--- src/rtl/wb_arbiter.sv ---
// Writeback arbiter: merges the never-stalling integer pipe and the handshaked
// long-latency unit onto one registered register-file write port.
module wb_arbiter #(
    parameter int DATA_W = 64,
    parameter int ADDR_W = 6,
    parameter int DEPTH  = 4
) (
    input  logic                       clk,
    input  logic                       rst_n,
    input  logic                       int_valid,
    input  logic [ADDR_W-1:0]          int_addr,
    input  logic [DATA_W-1:0]          int_data,
    input  logic                       lu_valid,
    output logic                       lu_ready,
    input  logic [ADDR_W-1:0]          lu_addr,
    input  logic [DATA_W-1:0]          lu_data,
    output logic                       write_enable,
    output logic [ADDR_W-1:0]          write_addr,
    output logic [DATA_W-1:0]          write_data,
    output logic [$clog2(DEPTH):0]     lu_count
);

    localparam int PTR_W = $clog2(DEPTH);
    localparam int CNT_W = PTR_W + 1;

    typedef struct packed {
        logic [ADDR_W-1:0] addr;
        logic [DATA_W-1:0] data;
    } entry_t;

    entry_t              mem_q [DEPTH];
    entry_t              mem_d [DEPTH];
    logic [PTR_W-1:0]    head_q, head_d;
    logic [PTR_W-1:0]    tail_q, tail_d;
    logic [CNT_W-1:0]    count_q, count_d;
    logic                we_q, we_d;
    logic [ADDR_W-1:0]   waddr_q, waddr_d;
    logic [DATA_W-1:0]   wdata_q, wdata_d;

    logic int_req, lu_live, fifo_empty, pop, bypass, push;

    // Full blocks acceptance even when the head pops this cycle, so ready
    // depends only on registered state (and reset).
    assign lu_ready   = (count_q < CNT_W'(DEPTH)) && rst_n;
    assign int_req    = int_valid && (int_addr != '0);
    assign lu_live    = lu_valid && lu_ready && (lu_addr != '0);
    assign fifo_empty = (count_q == '0);
    assign pop        = !int_req && !fifo_empty;
    assign bypass     = !int_req && fifo_empty && lu_live;
    assign push       = lu_live && !bypass;

    always_comb begin
        mem_d   = mem_q;
        head_d  = head_q;
        tail_d  = tail_q;
        count_d = count_q;
        we_d    = 1'b0;
        waddr_d = waddr_q;
        wdata_d = wdata_q;

        if (int_req) begin
            we_d    = 1'b1;
            waddr_d = int_addr;
            wdata_d = int_data;
        end else if (pop) begin
            we_d    = 1'b1;
            waddr_d = mem_q[head_q].addr;
            wdata_d = mem_q[head_q].data;
            head_d  = head_q + PTR_W'(1);
        end else if (bypass) begin
            we_d    = 1'b1;
            waddr_d = lu_addr;
            wdata_d = lu_data;
        end

        if (push) begin
            mem_d[tail_q] = '{addr: lu_addr, data: lu_data};
            tail_d        = tail_q + PTR_W'(1);
        end

        if (push && !pop)      count_d = count_q + CNT_W'(1);
        else if (pop && !push) count_d = count_q - CNT_W'(1);
    end

    // Storage is intentionally not reset; occupancy alone marks valid entries.
    always_ff @(posedge clk) begin
        mem_q <= mem_d;
    end

    always_ff @(posedge clk or negedge rst_n) begin
        if (!rst_n) begin
            head_q  <= '0;
            tail_q  <= '0;
            count_q <= '0;
            we_q    <= 1'b0;
            waddr_q <= '0;
            wdata_q <= '0;
        end else begin
            head_q  <= head_d;
            tail_q  <= tail_d;
            count_q <= count_d;
            we_q    <= we_d;
            waddr_q <= waddr_d;
            wdata_q <= wdata_d;
        end
    end

    assign write_enable = we_q;
    assign write_addr   = waddr_q;
    assign write_data   = wdata_q;
    assign lu_count     = count_q;

endmodule

--- config.mk ---
export PLATFORM = sky130hd
export DESIGN_NAME = wb_arbiter
export DESIGN_NICKNAME = d
export VERILOG_FILES = /design/src/rtl/wb_arbiter.sv
export SDC_FILE = /design/constraint.sdc
export NUM_CORES = 1
export LEC_CHECK = 0
export ABC_AREA = 1
export CORE_UTILIZATION = 60
export DETAILED_ROUTE_END_ITERATION = 16
export DONT_BUFFER_PORTS = 1
export MAX_ROUTING_LAYER = met4
export PLACE_DENSITY = 0.73
export SYNTH_ARGS = -nofsm -noshare
export SYNTH_HDL_FRONTEND = slang
export SYNTH_SLANG_ARGS = --single-unit
--- constraint.sdc ---
create_clock -name clk -period 5.5 [get_ports clk]
set_clock_uncertainty 0.2 [all_clocks]
set_input_delay 1.1 -clock clk [delete_from_list [all_inputs] [get_ports clk]]
set_output_delay 1.1 -clock clk [all_outputs]
set_load 0.05 [all_outputs]
==> metrics.txt <==
synthesized area=15,400 um2; status=complete, no violations; Yosys Warn Count=0; drt pass-1 iters=5; Remaining DRCs=0; Main synth FF type=edfxtp_1; crit end category=flip-flop; fin crit period=3.34 ns; Peak VDD IR=0.297 mV; PortBufs=0; Area Overhead vs Synth=9.94%; LEAKAGE=between 0.006 and 0.007 uW; Tcrit/Tclk final=60.6%; post_cts resized=0; crit path launch type=input port; Routed WL=33,700 um; Synth Register Bits=358; CTS Sinks=358; remaining global-route overflow=0; DR vias=10,600; CTS tree=done; largest net degree at the start of global routing=105; # IOs=219; Mean Syn Cell Area=~10 um2; Distinct cells, synth=22; CTS Buf Count=37; maximum clock path buffer count=3; Initial Util=around 61%; Die Ht=~160 um; Wirelength per Cell=roughly 18 um; Die ar.=between 20,000 and 30,000 um2; worst min-delay path category=in2async; Slew @ Worst Pin=1.01 ns; row cnt=58; CP peak stage delay=about 0.52 ns; Hold Vio Cnt, Final=0; Worst Path Required=5.45 ns; CTS root buffer=clkbuf_16; DP HPWL=approximately 20,000 um; RSZ-0062 raised after global routing=no; latest clock arrival within the worst-skew pair=~0.52 ns; antenna violations before repair=0; Synth area leader=edfxtp_1; gpl congestion=0.781; post-layout util=67.2%; Layout Nets=~1,700; vias per cell=5.67; hold_buf cts=0; Core Area=25,200 um2; # Post-CTS Setup Buffers=0; fin. max-slew vios=0; Critical path origin=int_addr[5]; critical path arrival=3.29 ns; largest cells by area after synthesis=edfxtp_1, dfrtp_1, nand2_1, nand3_1, nor2_1; GR Util All Layers=between 20% and 30%; setup TNS=0 ns; share of post-route cells with drive strength above 1=6.33%; register area share after synthesis=about two thirds; Setup CP Type=in2reg; Post-DRT Antenna Nets=0; Worst-path clk slew=~0.06 ns; Post-Syn Nets=between 1,500 and 2,000; family with the most delay on the worst path=simple AND/OR/NAND/NOR gates; worst r2r src=lu_count[0]$_DFFE_PN0P_; Ant. Diodes=0; first-pass GRT wire length=53,500 um; Highest Clock Rate=0.300 GHz; vias in the first global route=between 10,000 and 15,000; R2R Setup Slk=2.17 ns; htree depth=2; asr flop ratio synth=roughly 22%; worst relative slew slack=about a third; most frequent CP cell=nand2_1; Synth top area share=between 50 and 60%; drt initial violations=899; EDFF count, synth=280; max_cap viols=0; Mapped Cells=1,541; CP Cell Sequence=nor2_1 > nand3_1 > nand2_4 > nand2_1 > nand2_1 > nor2_4 > buf_4; final setup fails=0; die width=~160 um; crit-path max FO=43; Power Density=562 nW/um2; CP Buf/Inv Count=1; slowest CP cell=buf_4
==> worst reg2reg max path: cells and delay by family, from the launching register on <==
kind	cells	cell delay, ns
buffers and inverters	3	1.74
flip-flops	1	0.67
AND/OR/NAND/NOR	4	0.67
==> final timing paths <==
path / endpoint / cells past startpoint
hold reg to reg: tail_q[1]$_DFFE_PN0P_ / 2
hold / removal: write_data[45]$_DFFE_PN0P_ / 0
setup reg to reg: write_data[27]$_DFFE_PN0P_ / 7
min in group clk: tail_q[1]$_DFFE_PN0P_ / 2
max in group asynchronous: write_data[20]$_DFFE_PN0P_ / 0
setup / recovery: mem_q[15]$_DFFE_PP_ / 7
==> routing by layer <==
| layer | wire length, um | track usage [%] | vias up |
|---|---|---|---|
| li1 | - | - | 5075 |
| met1 | 14200 | 35.2 | 5035 |
| met2 | 16300 | 43.0 | 400 |
| met3 | 2640 | 4.47 | 47 |
| met4 | 637 | 7.98 | 0 |
| met5 | 0 | - | - |
==> cell families (layout without fill, tap and decap cells) <==
kind of cell    after synthesis  in the layout  share of synthesized area, %
simple gates                847            847                          22.5
flops                       358            358                          67.3
buf+inv                     171            162                          4.47
compound gates              157            157                          5.10
fa+ha+maj                     5              5                         0.455
xor+xnor                      3              3                         0.171
==> through the flow <==
stage / cell area, um2 / instances / hold WS [ns] / worst slack [ns] / total power, uW
3_3_place_gp: 15600 / 1795 / 0.387 / 1.66 / 6850
5_1_grt: 16900 / 1862 / 0.0504 / 1.97 / 10000
6_report: 16900 / 1862 / 0.0730 / 2.16 / 9520
2_1_floorplan: 15400 / 1541 / 0.357 / 0.217 / 6340
4_1_cts: 16900 / 1862 / 0.0590 / 2.14 / 9570
3_5_place_dp: 15600 / 1795 / 0.407 / 1.61 / 6910
==> registers in the layout, summed over array words and instances, names as in the netlist <==
signal,cells
write_addr,6
mem_q,280
write_enable,1
tail_q,2
lu_count,3
write_data,64
head_q,2
==> layout make-up <==
class                   count  area (um2)
flip-flops and latches    358       10400
fillers                  1828        8250
multi-input cells        1012        4400
clock buffers              50        1090
well taps                 330         413
inverters                  77         289
clock inverters            17         226
repair buffers             18         148
==> cell usage in the layout (no fill, tap or decap), drive strengths merged <==
cell      synthesis  final
nand4             1      1
a21oi             7      7
ha                4      4
clkinv            0      7
dfrtp            78     78
nor2            229    229
buf              48     18
bufinv            0      5
nand3           203    203
nand2           408    408
fa                1      1
clkinvlp          0      3
inv              77     79
xor2              3      3
or2               5      5
o21ai           150    150
edfxtp          280    280
clkbuf           46     50
nor3              1      1
==> cells in the mapped netlist (3+ instances only) <==
cell / count
nand2_1: 407
o21ai_1: 10
dfrtp_1: 78
edfxtp_1: 280
inv_1: 73
nand3_1: 202
o21ai_0: 140
nor2_1: 229
clkbuf_1: 46
buf_2: 31
ha_1: 4
a21oi_1: 7
or2_2: 5
xor2_1: 3
buf_1: 15
inv_2: 4
==> power breakdown <==
group	leakage, uW	internal (uW)	total [uW]	switching [uW]
sequential	0.00346	3350	4790	1440
combinational	0.00265	673	2080	1410
clock	0.000641	1630	2650	1010
Power figures use the tool's default switching activity.
